**src/rtl/regfile_decoded_pkg.sv**
```systemverilog
// Shared types, sizes and small decoder helpers for the decoded register file.
// Latency: n/a (declarations and pure functions only).
// Backpressure: n/a.
package regfile_decoded_pkg;

    localparam int REGFILE_DATA_WIDTH = 32;
    localparam int REGFILE_ADDR_WIDTH = 5;
    localparam int REGFILE_NUM_REGS   = 32;

    typedef logic [REGFILE_DATA_WIDTH-1:0] reg_word_t;
    typedef logic [REGFILE_ADDR_WIDTH-1:0] reg_idx_t;

    localparam reg_idx_t ZERO_REG = '0;

    // Enabled 2-to-4 decoder: all zeros when disabled.
    function automatic logic [3:0] dec2to4(input logic en, input logic [1:0] a);
        dec2to4 = en ? (4'b0001 << a) : 4'b0000;
    endfunction

    // Enabled 3-to-8 decoder: all zeros when disabled.
    function automatic logic [7:0] dec3to8(input logic en, input logic [2:0] a);
        dec3to8 = en ? (8'b0000_0001 << a) : 8'b0000_0000;
    endfunction

endpackage

```
**src/rtl/regfile_decoded_if.sv**
```systemverilog
// Write/read port bundle of the decoded register file.
// Latency: n/a (wiring only).
// Backpressure: none; writes and reads are always accepted.
interface regfile_decoded_if #(
    parameter int DATA_WIDTH = 32,
    parameter int ADDR_WIDTH = 5
);
    logic                  ctrl_writeEnable;
    logic [ADDR_WIDTH-1:0] ctrl_writeReg;
    logic [ADDR_WIDTH-1:0] ctrl_readRegA;
    logic [ADDR_WIDTH-1:0] ctrl_readRegB;
    logic [DATA_WIDTH-1:0] data_writeReg;
    logic [DATA_WIDTH-1:0] data_readRegA;
    logic [DATA_WIDTH-1:0] data_readRegB;

    // Datapath side that issues writes and read indices.
    modport master (
        output ctrl_writeEnable, ctrl_writeReg, ctrl_readRegA, ctrl_readRegB, data_writeReg,
        input  data_readRegA, data_readRegB
    );

    // Register file side.
    modport slave (
        input  ctrl_writeEnable, ctrl_writeReg, ctrl_readRegA, ctrl_readRegB, data_writeReg,
        output data_readRegA, data_readRegB
    );
endinterface

```
**src/rtl/regfile_decoded_decoder5to32.sv**
```systemverilog
// One-hot write select: 2-to-4 steers four enabled 3-to-8 banks; output already gated by en.
// Latency: combinational.
// Backpressure: none.
module regfile_decoded_decoder5to32
    import regfile_decoded_pkg::*;
(
    input  logic                        en,
    input  reg_idx_t                    addr,
    output logic [REGFILE_NUM_REGS-1:0] onehot
);

    logic [3:0] bank_en;

    // Upper two index bits pick a bank of eight, lower three pick the register in it.
    always_comb begin
        bank_en = dec2to4(en, addr[4:3]);
        onehot  = '0;
        for (int b = 0; b < 4; b++) begin
            onehot[b*8 +: 8] = dec3to8(bank_en[b], addr[2:0]);
        end
    end

endmodule

```
**src/rtl/regfile_decoded_reg_word.sv**
```systemverilog
// One register word with load enable and asynchronous active-low clear.
// Latency: 1 cycle from load_en to q_out.
// Backpressure: none.
module regfile_decoded_reg_word
    import regfile_decoded_pkg::*;
#(
    parameter int DATA_WIDTH = REGFILE_DATA_WIDTH
) (
    input  logic                  clock,
    input  logic                  rst_n,
    input  logic                  load_en,
    input  logic [DATA_WIDTH-1:0] d_in,
    output logic [DATA_WIDTH-1:0] q_out
);

    logic [DATA_WIDTH-1:0] data_d;
    logic [DATA_WIDTH-1:0] data_q;

    // Hold unless this word is the selected write target.
    always_comb begin
        data_d = data_q;
        if (load_en) begin
            data_d = d_in;
        end
    end

    // Word storage; reset clears regardless of clock.
    always_ff @(posedge clock or negedge rst_n) begin
        if (!rst_n) begin
            data_q <= '0;
        end else begin
            data_q <= data_d;
        end
    end

    assign q_out = data_q;

endmodule

```
**src/rtl/regfile_decoded.sv**
```systemverilog
// 32x32 register file, r0 hardwired to zero, one decoded write port, two combinational reads.
// Latency: write visible 1 cycle after the edge; reads 0 cycles (REGFILE_BYPASS_EN adds write-through).
// Backpressure: none; every write and read is accepted every cycle.
module regfile_decoded
    import regfile_decoded_pkg::*;
#(
    parameter int DATA_WIDTH = REGFILE_DATA_WIDTH,
    parameter int ADDR_WIDTH = REGFILE_ADDR_WIDTH
) (
    input  logic              clock,
    input  logic              ctrl_reset_n,
    regfile_decoded_if.slave  rf
);

    localparam int NUM_REGS = 1 << ADDR_WIDTH;

    logic [NUM_REGS-1:0]   load_sel;
    logic [DATA_WIDTH-1:0] regs [NUM_REGS];
    logic [DATA_WIDTH-1:0] rd_a;
    logic [DATA_WIDTH-1:0] rd_b;
    logic                  unused_sel0;

    regfile_decoded_decoder5to32 u_dec (
        .en     (rf.ctrl_writeEnable),
        .addr   (rf.ctrl_writeReg),
        .onehot (load_sel)
    );

    // Register 0 has no storage, so its select line goes nowhere.
    assign unused_sel0 = load_sel[0];
    assign regs[0]     = '0;

    for (genvar i = 1; i < NUM_REGS; i++) begin : g_word
        regfile_decoded_reg_word #(
            .DATA_WIDTH (DATA_WIDTH)
        ) u_word (
            .clock   (clock),
            .rst_n   (ctrl_reset_n),
            .load_en (load_sel[i]),
            .d_in    (rf.data_writeReg),
            .q_out   (regs[i])
        );
    end

    // Read muxes; the optional forward lets a same-cycle write appear before the edge.
    always_comb begin
        rd_a = regs[rf.ctrl_readRegA];
        rd_b = regs[rf.ctrl_readRegB];
`ifdef REGFILE_BYPASS_EN
        if (ctrl_reset_n && rf.ctrl_writeEnable && (rf.ctrl_writeReg != ZERO_REG)) begin
            if (rf.ctrl_readRegA == rf.ctrl_writeReg) begin
                rd_a = rf.data_writeReg;
            end
            if (rf.ctrl_readRegB == rf.ctrl_writeReg) begin
                rd_b = rf.data_writeReg;
            end
        end
`endif
    end

    assign rf.data_readRegA = rd_a;
    assign rf.data_readRegB = rd_b;

endmodule

```
**src/flat_wrapper.sv**
```systemverilog
// flat-port wrapper written by rule: the top's interface ports become plain ports
module regfile_decoded_flat import regfile_decoded_pkg::*;
#(
    parameter int DATA_WIDTH = REGFILE_DATA_WIDTH,
    parameter int ADDR_WIDTH = REGFILE_ADDR_WIDTH
)
  (clock, ctrl_reset_n, rf_ctrl_writeEnable, rf_ctrl_writeReg, rf_ctrl_readRegA, rf_ctrl_readRegB, rf_data_writeReg, rf_data_readRegA, rf_data_readRegB);
  regfile_decoded_if #(.DATA_WIDTH(DATA_WIDTH), .ADDR_WIDTH(ADDR_WIDTH)) rf_i ();
  input  logic clock;
  input  logic ctrl_reset_n;
  input wire logic [$bits(rf_i.ctrl_writeEnable)-1:0] rf_ctrl_writeEnable;
  input wire logic [$bits(rf_i.ctrl_writeReg)-1:0] rf_ctrl_writeReg;
  input wire logic [$bits(rf_i.ctrl_readRegA)-1:0] rf_ctrl_readRegA;
  input wire logic [$bits(rf_i.ctrl_readRegB)-1:0] rf_ctrl_readRegB;
  input wire logic [$bits(rf_i.data_writeReg)-1:0] rf_data_writeReg;
  output wire logic [$bits(rf_i.data_readRegA)-1:0] rf_data_readRegA;
  output wire logic [$bits(rf_i.data_readRegB)-1:0] rf_data_readRegB;
  assign rf_i.ctrl_writeEnable = rf_ctrl_writeEnable;
  assign rf_i.ctrl_writeReg = rf_ctrl_writeReg;
  assign rf_i.ctrl_readRegA = rf_ctrl_readRegA;
  assign rf_i.ctrl_readRegB = rf_ctrl_readRegB;
  assign rf_i.data_writeReg = rf_data_writeReg;
  assign rf_data_readRegA = rf_i.data_readRegA;
  assign rf_data_readRegB = rf_i.data_readRegB;
  regfile_decoded #(.DATA_WIDTH(DATA_WIDTH), .ADDR_WIDTH(ADDR_WIDTH)) u_core (.clock(clock), .ctrl_reset_n(ctrl_reset_n), .rf(rf_i));
endmodule
```
**config.mk**
```make
export PLATFORM = sky130hd
export DESIGN_NAME = regfile_decoded_flat
export DESIGN_NICKNAME = d
export VERILOG_FILES = /design/src/rtl/regfile_decoded_pkg.sv /design/src/rtl/regfile_decoded_if.sv /design/src/rtl/regfile_decoded_decoder5to32.sv /design/src/rtl/regfile_decoded_reg_word.sv /design/src/rtl/regfile_decoded.sv /design/src/flat_wrapper.sv
export SDC_FILE = /design/constraint.sdc
export NUM_CORES = 2
export LEC_CHECK = 0
export ABC_AREA = 1
export CORE_MARGIN = 3
export CORE_UTILIZATION = 52
export CTS_CLUSTER_DIAMETER = 100
export DETAILED_ROUTE_END_ITERATION = 12
export HOLD_SLACK_MARGIN = 0.08
export PLACE_DENSITY = 0.73
export SYNTH_ARGS = -nofsm -noshare
export SYNTH_HDL_FRONTEND = slang
export SYNTH_SLANG_ARGS = --single-unit
```
**constraint.sdc**
```tcl
create_clock -name clock -period 3.45 [get_ports clock]
set_clock_uncertainty 0.05 [all_clocks]
set_input_delay 0.69 -clock clock [delete_from_list [all_inputs] [get_ports clock]]
set_output_delay 0.69 -clock clock [all_outputs]
set_load 0.02 [all_outputs]
```
Word-level counts from Yosys, hierarchy flattened
Index checks and enable logic that the tools add are counted. Widths: inputs -> output; s select.

Output and inout port bits: 64. Flip-flop bits (word level): 992. Logic and storage cells: 48.

Bitwise operators: 2. Shifts and indexed selects: 2. Multiplexer cells: 11. Magnitude comparators: 2.

Operators with widths (count): $bmux 32 s5 (2); $mux 32 (4); $mux 8 (4); $ge 6x6->1 const B (2); $not 5->6 (2); $shl 1x3->8 const A (1); $mux 4 (1); $shl 1x2->4 const A (1).

Longest topological paths before layout
Depth in word-level cells: 4. Gate-level depth with buffers: 12.

Cells and area by module
From an unflattened synthesis, not the netlist that was laid out.

Cell total of the unflattened synthesis: 9182. Area, all modules: 61472.7 um^2.

By module, submodules not included: regfile_decoded_reg_word (cells an instance 136, sequential area each 800.8 um^2, area an instance 1292.5 um^2, times used 31); regfile_decoded (cells an instance 4915, sequential area each 0.0 um^2, area an instance 21202.8 um^2, times used 1); regfile_decoded_decoder5to32 (cells an instance 51, sequential area each 0.0 um^2, area an instance 202.7 um^2, times used 1).

Worst setup path before layout
No wires, ideal clock.

Path kind: input -> output. Start: input port rf_ctrl_readRegB[0]. End: output port rf_data_readRegB[16]. Cell stages on the path: 11. Path slack: 0.728 ns. Path buffers: 4. Data arrival time: 1.982 ns. Data required time: 2.710 ns. Path through: buf_2 inv_1 buf_2 buf_2 clkbuf_1 nand2_1 nand3_1 nand3_1 nand3_1 nand3_1 nand2_1.

Cells in the longest elaborated chain, start to end: 4.

Ends and longest elaborated chain: start: declaration (line flat_wrapper.sv:14) `input wire logic [$bits(rf_i.ctrl_readRegB)-1:0] rf_ctrl_readRegB;`; $not 5->6 (implied by the code) (line regfile_decoded.sv:48) `rd_b = regs[rf.ctrl_readRegB];`; $bmux 32 s5 (line regfile_decoded.sv:48); $mux 32 (implied by the code) (2 in a row) (line regfile_decoded.sv:48); end: declaration (line flat_wrapper.sv:17) `output wire logic [$bits(rf_i.data_readRegB)-1:0] rf_data_readRegB;`.

No other way between the ends. The select of a mux whose other input is x is not followed.

Final worst setup path
Start: input port rf_ctrl_readRegA[0]. End: output port rf_data_readRegA[28].

Cells in the longest elaborated chain, start to end: 4.

Ends and longest elaborated chain: start: declaration (line flat_wrapper.sv:13) `input wire logic [$bits(rf_i.ctrl_readRegA)-1:0] rf_ctrl_readRegA;`; $not 5->6 (implied by the code) (line regfile_decoded.sv:47) `rd_a = regs[rf.ctrl_readRegA];`; $bmux 32 s5 (line regfile_decoded.sv:47); $mux 32 (implied by the code) (2 in a row) (line regfile_decoded.sv:47); end: declaration (line flat_wrapper.sv:16) `output wire logic [$bits(rf_i.data_readRegA)-1:0] rf_data_readRegA;`.

No other way between the ends. The select of a mux whose other input is x is not followed.

==> flow_metrics.py <==
metrics = {
    "run_status": {
        "violations": "setup timing",
        "status": "complete, but fails checks",
    },
    "synthesis": {
        "synth_cells": 8266,
        "ys_types": 19,
        "synthesis.nets": 8316,
        "yosysSeqAreaShare": 0.444,
        "syn-mean-instance-area_um2": 6.77,
        "ys_ff_latch": 992,
        "synth_area_um2": 55900,
        "ys.warnings.count": 0,
    },
    "die": {
        "start_util": 0.528,
        "rows": 119,
        "die_h_um": 334,
        "coreArea_um2": 106000,
        "io_pins": 114,
        "die_area_um2": 112000,
        "die_x_um": 334,
    },
    "clock_tree": {
        "htree_levels": 3,
        "cts_tree": "built",
        "ctsRootBufferMaster": "clkbuf_16",
        "postCtsSetupBuffers": 0,
        "clkLatencyLatePin_ns": 0.72,
        "clk_path_buf_depth": 3,
        "path_clk_slew_ns": 0.06,
        "clock-sinks": 992,
        "cts_made_buffers": 109,
    },
    "cells_and_area": {
        "largest_reg_flops": 992,
        "drive_above_1_share": 0.0701,
        "layout_common_cells": "2,880 x nand2_1, 1,536 x nand3_1, 992 x dfrtp_1, 897 x o21ai_0, 739 x inv_1",
        "final_common_cell": "nand2_1",
        "final_nets": 8156,
        "final_util": 0.601,
        "area.growth.synth_to_final_pct": 14.0,
    },
    "worst_setup_path": {
        "regToRegStartpoint": "u_core.g_word[29].u_word.q_out[18]",
        "cp_num_buf_inv": 4,
        "crit_type": "input port to output port",
        "endpoint_kind": "output port",
        "cp.arrival_ns": 2.75,
        "slowest_stage": "clkdlybuf4s50_1",
        "reg2reg_depth": 2,
        "crit_chain": "buf_8 -> buf_12 -> buf_4 -> nand2_1 -> nand3_1 -> nand3_1 -> nand3_1 -> nand3_1 -> nand2_1 -> clkdlybuf4s50_1",
        "start_kind": "input port",
        "crit_path_frequent_cell": "nand3_1",
        "crit_path_max_fanout": 58,
        "rrSetupSlack_ns": 2.63,
        "cpPeakStageDelay_ns": 0.67,
        "reg2reg_to": "u_core.g_word[29].u_word.q_out[18]",
        "path_delay_family": "buffers and inverters",
        "worstPathRequired_ns": 2.71,
    },
    "timing": {
        "max-slew-margin-rel": 0.311,
        "final-hold-violation-count": 0,
        "worst_pin_slew_ns": 1.03,
        "holdWs_ns": 0.429,
        "finalCritPeriodShare": 1.01,
        "max_freq_mhz": 287,
        "drv_slew": 0,
        "setup_viol": 1,
        "fin_ws_ns": -0.0372,
        "period_minus_slack_ns": 3.49,
        "rsz0062_at_grt": "true",
    },
    "global_route": {
        "grt_pass1_vias": 54642,
        "grt_overflow": 0,
        "grt_max_degree": 126,
        "grt_use_total": 0.368,
        "grt_pass1_wl_um": 321000,
        "antenna_found_initial": 12,
    },
    "min_path": {
        "hold_depth": 2,
        "worstHoldStart": "u_core.g_word[4].u_word.q_out[30]",
        "worstHoldEndpoint": "u_core.g_word[4].u_word.q_out[30]",
        "hold_class": "flop to flop",
    },
    "pwr": {
        "leakage_nw": 31.5,
        "ir_worst_vdd_mv": 0.517,
        "powerDensity_nw_per_um2": 556,
    },
    "flow_run": {
        "cap_violations": 0,
    },
    "place": {
        "hpwl_um": 124000,
        "portBuffers": 113,
        "routabilityCongestion": 0.910,
    },
    "routing": {
        "vias": 57934,
        "remaining_drc_errors": 0,
        "wire_per_inst_um": 21.8,
        "drt-initial-drc-count": 8800,
        "ant_nets": 0,
        "first_pass_iters": 7,
        "totalWireLength_um": 209000,
        "viasPerCell": 6.04,
    },
}
==> report_power, final <==
group / switching, mW / internal (mW) / total [mW]
registers: 1.42 / 13.8 / 15.3
logic: 4.92 / 2.78 / 7.69
clock network: 5.14 / 7.35 / 12.5
total: 11.5 / 24.0 / 35.4
==> worst register-to-register path: cells and delay by family, from the launching register on <==
family / cells / cell delay (ns)
buf+inv: 1 / 0.13
flops: 1 / 0.39
compound gates: 1 / 0.12
==> layer usage <==
metal  vias up  global-route usage  wire (µm)
met3       836              0.0937      28100
met4         4               0.184      11600
li1      26088                   -          -
met1     26942               0.485      79200
met2      4064               0.566      90200
met5         -                   0         14
==> repair_timing <==
action / in CTS / in global routing
gates resized for setup: 0 / 28
endpoints found under the hold margin: 28 / 0
hold buffers: 1 / 0
setup endpoints to repair: 0 / 31
==> worst max path at each step <==
stage / from / to / slack (ns) / cells past startpoint
2_1_floorplan: rf_ctrl_readRegB[0] / rf_data_readRegB[16] / 0.73 / 11
3_3_place_gp: rf_ctrl_readRegA[0] / rf_data_readRegA[28] / 0.03 / 10
3_5_place_dp: rf_ctrl_readRegA[0] / rf_data_readRegA[3] / 0.04 / 11
4_1_cts: rf_ctrl_readRegA[0] / rf_data_readRegA[3] / 0.002 / 11
5_1_grt: rf_ctrl_readRegA[0] / rf_data_readRegA[28] / -0.06 / 10
6_report: rf_ctrl_readRegA[0] / rf_data_readRegA[28] / -0.04 / 10
==> cell type report <==
| type | instances | area [µm²] |
|---|---|---|
| fillers | 9681 | 42300 |
| flip-flops and latches | 992 | 24800 |
| well taps | 1391 | 1740 |
| clock buffers | 152 | 3190 |
| clock inverters | 51 | 636 |
| inverters | 755 | 2870 |
| multi-input cells | 5835 | 25600 |
| repair buffers | 413 | 4860 |
| diodes | 7 | 17.5 |
==> kinds of logic after synthesis <==
group	synth area share
buf+inv	0.0991
flops	0.444
simple gates	0.345
compound gates	0.112
==> per-stage QoR <==
step	cell area (µm²)	TNS (ns)	worst slack (ns)	instances	power [mW]
6_report	63700	-0.0372	-0.0372	9596	35.4
5_1_grt	63700	-0.317	-0.0578	9589	37.3
4_1_cts	63600	0	0.00153	9587	35.3
3_5_place_dp	59700	0	0.0389	9383	22.9
3_3_place_gp	59700	0	0.0251	9383	22.6
2_1_floorplan	55900	0	0.728	8266	20.2
==> Yosys cell counts (all sizes together) <==
| cell type | instances | area, µm² |
|---|---|---|
| nand2 | 2909 | 11000 |
| nand3 | 1536 | 7690 |
| dfrtp | 992 | 24800 |
| o21ai | 960 | 4800 |
| inv | 754 | 2830 |
| clkbuf | 513 | 1930 |
| a21oi | 288 | 1440 |
| buf | 171 | 785 |
| nor2 | 130 | 503 |
| nor3 | 12 | 134 |
| clkinv | 1 | 3.75 |
(Power assumes the default switching activity.)
